**src/rtl/ifetch_seq.sv**
```systemverilog
// ifetch_seq: instruction fetch sequencer with one outstanding memory
// request, a one-entry skid buffer for Decode stalls, and redirect handling.
//
// Parameters:
//   RESET_PC        first fetch address after reset
//   TIMEOUT_CYCLES  response watchdog limit (only with IFETCH_TIMEOUT_EN)
//
// Optional feature macro: IFETCH_TIMEOUT_EN
//   defined   -> WAIT cycles without a response are counted; on reaching
//                TIMEOUT_CYCLES fetch_err is set (sticky) and pc_f is re-issued
//   undefined -> no counter, fetch_err tied 0, WAIT waits indefinitely
//
// Ports:
//   clk, rst                  clock, synchronous active-low reset
//   redirect, redirect_pc     taken branch/jump from Execute and its target
//   stall_d                   Decode stall (Decode register holds)
//   mem_req_valid/ready       request handshake, mem_addr is the address
//   mem_rsp_valid/data        response (no backpressure)
//   valid_d, instr_d, pc_d, pcplus4_d   Decode stage register
//   fetch_busy                high unless a request is accepted this cycle
//   fetch_err                 sticky response timeout flag
module ifetch_seq #(
    parameter logic [31:0] RESET_PC       = 32'h0000_0000,
    parameter int unsigned TIMEOUT_CYCLES = 16
) (
    input  logic        clk,
    input  logic        rst,
    input  logic        redirect,
    input  logic [31:0] redirect_pc,
    input  logic        stall_d,
    output logic        mem_req_valid,
    input  logic        mem_req_ready,
    output logic [31:0] mem_addr,
    input  logic        mem_rsp_valid,
    input  logic [31:0] mem_rsp_data,
    output logic        valid_d,
    output logic [31:0] instr_d,
    output logic [31:0] pc_d,
    output logic [31:0] pcplus4_d,
    output logic        fetch_busy,
    output logic        fetch_err
);

    localparam logic [31:0] NOP = 32'h0000_0013;

    typedef enum logic [1:0] {IDLE, REQ, WAIT, HOLD} state_t;

    state_t      state, state_next;
    logic [31:0] pc_f, pc_next, pc_plus4;
    logic        discard, discard_next;
    logic [31:0] skid_data;
    logic        can_load, load_d, load_from_skid, skid_load;
    logic        timeout_hit;

`ifdef IFETCH_TIMEOUT_EN
    localparam logic [31:0] TO_LAST = 32'(TIMEOUT_CYCLES - 1);
    logic [31:0] to_cnt, to_cnt_next;
`endif

    assign pc_plus4      = pc_f + 32'd4;
    assign can_load      = !stall_d || !valid_d;
    assign mem_req_valid = (state == REQ);
    assign mem_addr      = pc_f;
    assign fetch_busy    = !((state == REQ) && mem_req_ready);

    always_ff @(posedge clk) begin
        if (!rst) state <= IDLE;
        else      state <= state_next;
    end

    always_comb begin
        state_next     = state;
        pc_next        = pc_f;
        discard_next   = discard;
        load_d         = 1'b0;
        load_from_skid = 1'b0;
        skid_load      = 1'b0;
        timeout_hit    = 1'b0;
        // any response arriving while discard is set is the stale one
        if (mem_rsp_valid && discard) discard_next = 1'b0;
        case (state)
            IDLE: state_next = REQ;
            REQ: begin
                if (mem_req_ready) begin
                    state_next = WAIT;
                    // the accepted request belongs to the old path
                    if (redirect) discard_next = 1'b1;
                end
            end
            WAIT: begin
                if (redirect) begin
                    if (mem_rsp_valid) state_next = REQ;
                    else               discard_next = 1'b1;
                end else if (mem_rsp_valid) begin
                    if (discard) begin
                        state_next = REQ;
                    end else if (can_load) begin
                        load_d     = 1'b1;
                        pc_next    = pc_plus4;
                        state_next = REQ;
                    end else begin
                        skid_load  = 1'b1;
                        state_next = HOLD;
                    end
                end
`ifdef IFETCH_TIMEOUT_EN
                else if (to_cnt >= TO_LAST) begin
                    timeout_hit  = 1'b1;
                    discard_next = 1'b1;
                    state_next   = REQ;
                end
`endif
            end
            HOLD: begin
                if (redirect) begin
                    state_next = REQ;
                end else if (can_load) begin
                    load_d         = 1'b1;
                    load_from_skid = 1'b1;
                    pc_next        = pc_plus4;
                    state_next     = REQ;
                end
            end
            default: state_next = IDLE;
        endcase
        if (redirect) pc_next = redirect_pc;
    end

    always_ff @(posedge clk) begin
        if (!rst) begin
            pc_f      <= RESET_PC;
            discard   <= 1'b0;
            skid_data <= '0;
            valid_d   <= 1'b0;
            instr_d   <= NOP;
            pc_d      <= '0;
            pcplus4_d <= '0;
        end else begin
            pc_f    <= pc_next;
            discard <= discard_next;
            if (skid_load)     skid_data <= mem_rsp_data;
            else if (redirect) skid_data <= '0;
            if (redirect) begin
                valid_d <= 1'b0;
                instr_d <= NOP;
            end else if (load_d) begin
                valid_d   <= 1'b1;
                instr_d   <= load_from_skid ? skid_data : mem_rsp_data;
                pc_d      <= pc_f;
                pcplus4_d <= pc_plus4;
            end else if (!stall_d) begin
                valid_d <= 1'b0;
            end
        end
    end

`ifdef IFETCH_TIMEOUT_EN
    always_comb begin
        to_cnt_next = '0;
        if ((state == WAIT) && !mem_rsp_valid)
            to_cnt_next = timeout_hit ? '0 : to_cnt + 32'd1;
    end

    always_ff @(posedge clk) begin
        if (!rst) begin
            to_cnt    <= '0;
            fetch_err <= 1'b0;
        end else begin
            to_cnt <= to_cnt_next;
            if (timeout_hit) fetch_err <= 1'b1;
        end
    end
`else
    assign fetch_err = 1'b0;
`endif

endmodule

```
**config.mk**
```make
export PLATFORM = sky130hd
export DESIGN_NAME = ifetch_seq
export DESIGN_NICKNAME = d
export VERILOG_FILES = /design/src/rtl/ifetch_seq.sv
export SDC_FILE = /design/constraint.sdc
export NUM_CORES = 1
export LEC_CHECK = 0
export ABC_AREA = 0
export CAP_MARGIN = 25
export CELL_PAD_IN_SITES_DETAIL_PLACEMENT = 0
export CELL_PAD_IN_SITES_GLOBAL_PLACEMENT = 1
export CORE_AREA = 2 2 136 138
export DETAILED_ROUTE_END_ITERATION = 7
export DIE_AREA = 0 0 138 140
export DONT_BUFFER_PORTS = 1
export PLACE_DENSITY_LB_ADDON = 0.1
export REMOVE_ABC_BUFFERS = 1
export SYNTH_ARGS = -nofsm -noshare
export SYNTH_HDL_FRONTEND = slang
export SYNTH_SLANG_ARGS = --single-unit
```
**constraint.sdc**
```tcl
create_clock -name clk -period 2.2 [get_ports clk]
set_input_delay 0.44 -clock clk [delete_from_list [all_inputs] [get_ports clk]]
set_output_delay 0.44 -clock clk [all_outputs]
set_load 0.05 [all_outputs]
```
Word-level counts from Yosys, hierarchy flattened
Index checks and enable logic that the tools add are counted.
- input port bits: 70
- flip-flop bits (word level): 164
- word-level logic and storage cells: 70
- output and inout bits: 132
- reductions and logical operators: 13
- mux-type cells: 37
- bitwise gates (word level): 2
- equality and inequality tests: 9
- add/sub/neg operators: 1
- operators with widths (kind ; count):
    2-to-1 mux 32 bit ; 7
    case mux 32 bit (2 select lines) ; 1
    adder 32 x 3 -> 32 bit, second input constant ; 1
    2-to-1 mux 1 bit ; 18
    2-to-1 mux 2 bit ; 8
    != test 3 bit, second input constant ; 3
    case mux 2 bit (4 select lines) ; 1
    AND reduction 3 bit ; 2
    == test 2 bit, second input constant ; 2
    != test 2 x 1 -> 1 bit, second input constant ; 2
    case mux 1 bit (2 select lines) ; 2
    logical NOT 1 bit ; 3
    nonzero test 3 bit ; 1
    == test 2 x 1 -> 1 bit, second input constant ; 1
    logical AND 1 bit ; 2
    logical NOT 2 bit ; 1
    != test 2 bit, second input constant ; 1
    NOT 1 bit ; 2
    AND reduction 2 bit ; 1
    nonzero test 2 bit ; 1
    OR reduction 2 bit ; 1
    logical OR 1 bit ; 1

Longest topological paths before layout
- word-level depth: 8
- mapped depth: 10
- depth with buffers taken out: 7

Worst setup path before layout
Ideal clock, no wire load.
- path kind: reg-to-reg
- start point: register pc_f[2] (netlist: mem_addr[2])
- end point: register pc_f[24] (netlist: mem_addr[24])
- period minus slack after synthesis: 2.523 ns
- arrival: 2.403 ns
- setup slack: -0.323 ns
- buffers on the path: 1
- setup time: 0.120 ns
- data required time: 2.080 ns
- stages on the path, launching flop included: 8
- cells stage by stage: dfxtp_1 -> ha_1 -> clkbuf_1 -> inv_1 -> nor4_4 -> nand4_1 -> and3_1 -> o31a_1
- word-level cells in the longest chain between the ends: 6
- ends and longest elaborated chain (element ; RTL line ; RTL):
    start: declaration ; 49 ; logic [31:0] pc_f, pc_next, pc_plus4;
    start signal: assignment ; 139 ; pc_f <= pc_next;
    adder 32 x 3 -> 32 bit * ; 60 ; assign pc_plus4 = pc_f + 32'd4;
    2-to-1 mux 32 bit * ; 97, 117 ;
    2-to-1 mux 32 bit ; 95 ; if (discard) begin
    2-to-1 mux 32 bit ; 94 ; end else if (mem_rsp_valid) begin
    case mux 32 bit (2 select lines) * ; 81 ; case (state)
    2-to-1 mux 32 bit * ; 126 ; if (redirect) pc_next = redirect_pc;
Every way passes the cells marked *; elsewhere a longest branch is shown, timed or not. The select of a mux whose other input is x is not followed.
A chain may end at the register's enable or synchronous reset.

Final worst setup path
- start point: register state[0]
- end point: register pc_f[8] (netlist: mem_addr[8])
- word-level cells in the longest chain between the ends: 3
- elaborated cells between the ends (all ways): 8
- those cells by class: 4 x eq/ne; 2 x mux; 2 x reduce/logical
- ends and longest elaborated chain (element ; RTL line ; RTL):
    start: declaration ; 48 ; state_t state, state_next;
    start signal: assignment ; 68 ; else state <= state_next;
    == test 2 bit ; 81 ;
    != test 3 bit (no source line), or another cell as far along ; n/a ;
    AND reduction 3 bit (no source line) or 2-to-1 mux 32 bit (tied branches) ; n/a ;
Parallel ways exist; a longest one is shown, timed or not.

==> flow_summary.yaml <==
run:
  max_cap_violations: 0
clock_tree:
  clock-sinks: 162
  cts.htree.levels: 4
  cts_made_buffers: 17
  cts_tree: "yes"
  post_cts_buffers: 0
  clk_latency_ns: 0.43
  cts.clk_slew.worst_paths_ns: 0.07
  clock_path_buffers: 2
  holdBufCountCts: 0
  clockRootBuffer: "clkbuf_16"
floorplanning:
  ios: 202
  die_w_um: 138
  die_height_um: 140
  rows: 49
  core_area_sq_mm: 0.01778
  die-area_sq_mm: 0.01932
  floorplan.initialDensity_pct: 41.23
sta:
  setup_ws_ns: 0.1951
  tightest_slew_ns: 0.6069
  setup_viol_count_final: 0
  slew_headroom_pct: 59.48
  fin_crit_ns: 2.005
  grt_setup_unrepaired: "no"
  skew_ns: 0.008740
  tns_ns: 0
  finalCritPeriodShare_pct: 91.13
  hold_viol: 0
  fmax_mhz: 498.8
  final_max_slew_viol_count: 0
drt:
  via_per_inst: 5.587
  drt-initial-drc-count: 252
  vias: 6213
  drc: 0
  totalWireLength_um: 20700
  wl_per_cell_um: 18.61
  first_pass_iters: 4
  ant_nets: 0
worst_setup_path:
  path_class: "reg2reg"
  cp_cell_sequence: "ha_2 -> nor2b_1 -> o31a_1 -> buf_4 -> o21ai_0 -> a2bb2oi_1 -> nor2_1"
  cp.arrival_ns: 2.32
  critPathMaxFanout: 12
  crit_required_ns: 2.51
  worst_setup_path_start_kind: "flip-flop"
  crit_slowest_cell: "dfxtp_1"
  max_stage_delay_ns: 0.40
  end_kind: "flip-flop"
grt:
  grtUsageTotal_pct: 20.99
  grt_overflow: 0
  grt_antenna_before_repair: 0
  grt_start_max_net_pins: 100
  grt_pass1_wl_um: 32840
  grt_pass1_vias: 6033
place:
  dp.cells: 1080
  post-place-ws_ns: 0.05838
  hpwl_um: 13810
  io_buffers: 0
  place.gp.congestion: 0.8232
finish:
  diodes: 0
  layout_common_cells: "dfxtp_1, nor2_1, nand2_1"
  num-fill-cells: 1769
  final_nets: 945
  drive_above_1_share_pct: 12.57
  final_common_cell: "dfxtp_1"
  area_delta_synth_final_pct: 15.17
  final_cells: 1112
synth:
  async_flop_share_pct: 0
  synth_ff_type: "dfxtp_1"
  ys_warn_count: 0
  synthCells: 874
  seq_area_frac_synth_pct: 44.24
  synth_area_per_cell_sq_um: 8.388
  synth_seq_cells: 162
  synth_area_sq_mm: 0.007331
  synth_enable_flop_cells: 0
  synth_cell_types: 61
outcome:
  outcome: "finished, final reports clean"
power:
  p_sw_share_pct: 29.01
  ir_drop_mv: 0.5562
  power_frac_seq_pct: 46.2
  powerDensity_mw_per_mm2: 807.0
  clockPowerShare_pct: 44.0
  p_comb_share_pct: 9.8
  internal-power_uw: 4837
  p_leak_uw: 0.002841
  p_sw_uw: 1977
hold_path:
  min_path_type: "in2reg"
flip-flops by register name, indices dropped and copies added, names as in the netlist:
| register | flops |
|---|---|
| discard | 1 |
| instr_d | 32 |
| valid_d | 1 |
| skid_data | 32 |
| state | 2 |
| pc_d | 32 |
| mem_addr | 32 |
| pcplus4_d | 30 |
power groups by stage:
stage                     Clock [uW]  Combinational (uW)  Sequential, uW
after floorplan                    0                 312            3360
after global placement             0                 663            3210
after detailed placement           0                 673            3220
after CTS                       3070                 676            3150
after global routing            3200                 724            3160
final                           3000                 670            3150
kinds of logic after synthesis:
| family | count (synthesis) | share of synthesized area (%) |
|---|---|---|
| AND/OR/NAND/NOR | 317 | 21.33 |
| AO/OA/AOI/OAI | 232 | 19.87 |
| flip-flops | 162 | 44.24 |
| buffers and inverters | 92 | 5.291 |
| multiplexers | 35 | 4.779 |
| XOR/XNOR | 30 | 3.584 |
| adder cells (fa/ha/maj) | 5 | 0.8534 |
| other | 1 | 0.05115 |
repair_timing:
item	in CTS	in global routing
resized for setup	0	1
endpoints found under the hold margin	0	0
setup endpoints to repair	0	38
final timing paths:
| check | start | to | slack [ns] | depth (start not counted) |
|---|---|---|---|---|
| min | rst | mem_addr[24] | 0.14 | 1 |
| max reg2reg | state[0] | mem_addr[8] | 0.20 | 7 |
| min reg2reg | state[1] | state[1] | 0.50 | 2 |
| max | state[0] | mem_addr[8] | 0.20 | 7 |
critical path, delay by kind of cell (launching register included):
kind,cells,cell delay (ns)
adder cells (fa/ha/maj),1,0.28
flip-flops,1,0.40
buffers and inverters,1,0.23
AO/OA/AOI/OAI,3,0.54
AND/OR/NAND/NOR,2,0.44
Yosys cell counts (3+ instances only):
cell type	instances	area [sq um]
dfxtp_1	162	3243
nor2_1	104	390.4
nand2_1	102	382.9
a21oi_1	97	485.5
clkbuf_1	61	229.0
a211oi_1	45	337.8
mux2i_1	35	350.3
nor3b_1	35	262.8
o21ai_0	33	165.2
nand3_1	16	80.08
xnor2_1	15	131.4
xor2_1	15	131.4
buf_2	13	65.06
nor3_1	12	60.06
o31a_1	9	78.83
nand4_1	8	50.05
a22o_1	6	52.55
a22oi_1	6	45.04
a31oi_1	6	37.54
and2_1	6	37.54
nor4_1	6	37.54
o31ai_1	6	45.04
buf_1	5	18.77
buf_4	5	37.54
ha_1	5	62.56
inv_1	5	18.77
a211o_1	4	35.03
and3_1	4	25.02
and4_1	4	35.03
o211ai_1	3	22.52
metrics by stage:
stage	cell area (sq um)	power [uW]	utilization (%)	hold WS, ns
final	8443	6814	47.49	0.1389
after global routing	8443	7078	47.49	0.1144
after CTS	8442	6895	47.48	0.1191
after detailed placement	7854	3888	44.17	0.4972
after global placement	7854	3877	44.17	0.4790
after floorplan	6969	3675	-	0.4647
area by class of cell:
cell class                 count  area [sq um]  share of cell area [%]
multi-input combinational    620          3732                   44.21
clock buffer                  17         425.4                   5.039
timing repair buffer          62         565.5                   6.698
tap                          229         286.5                   3.394
sequential                   162          3243                   38.41
clock inverter                15         162.7                   1.926
inverter                       7         27.53                  0.3260
layer usage:
metal  global-route usage, %  share of wire [%]
met1                   24.80                 43
met2                   35.04                 47
met3                   9.026                8.5
met4                   5.747                1.5
met5                       0                  0
(Power assumes the default switching activity.)
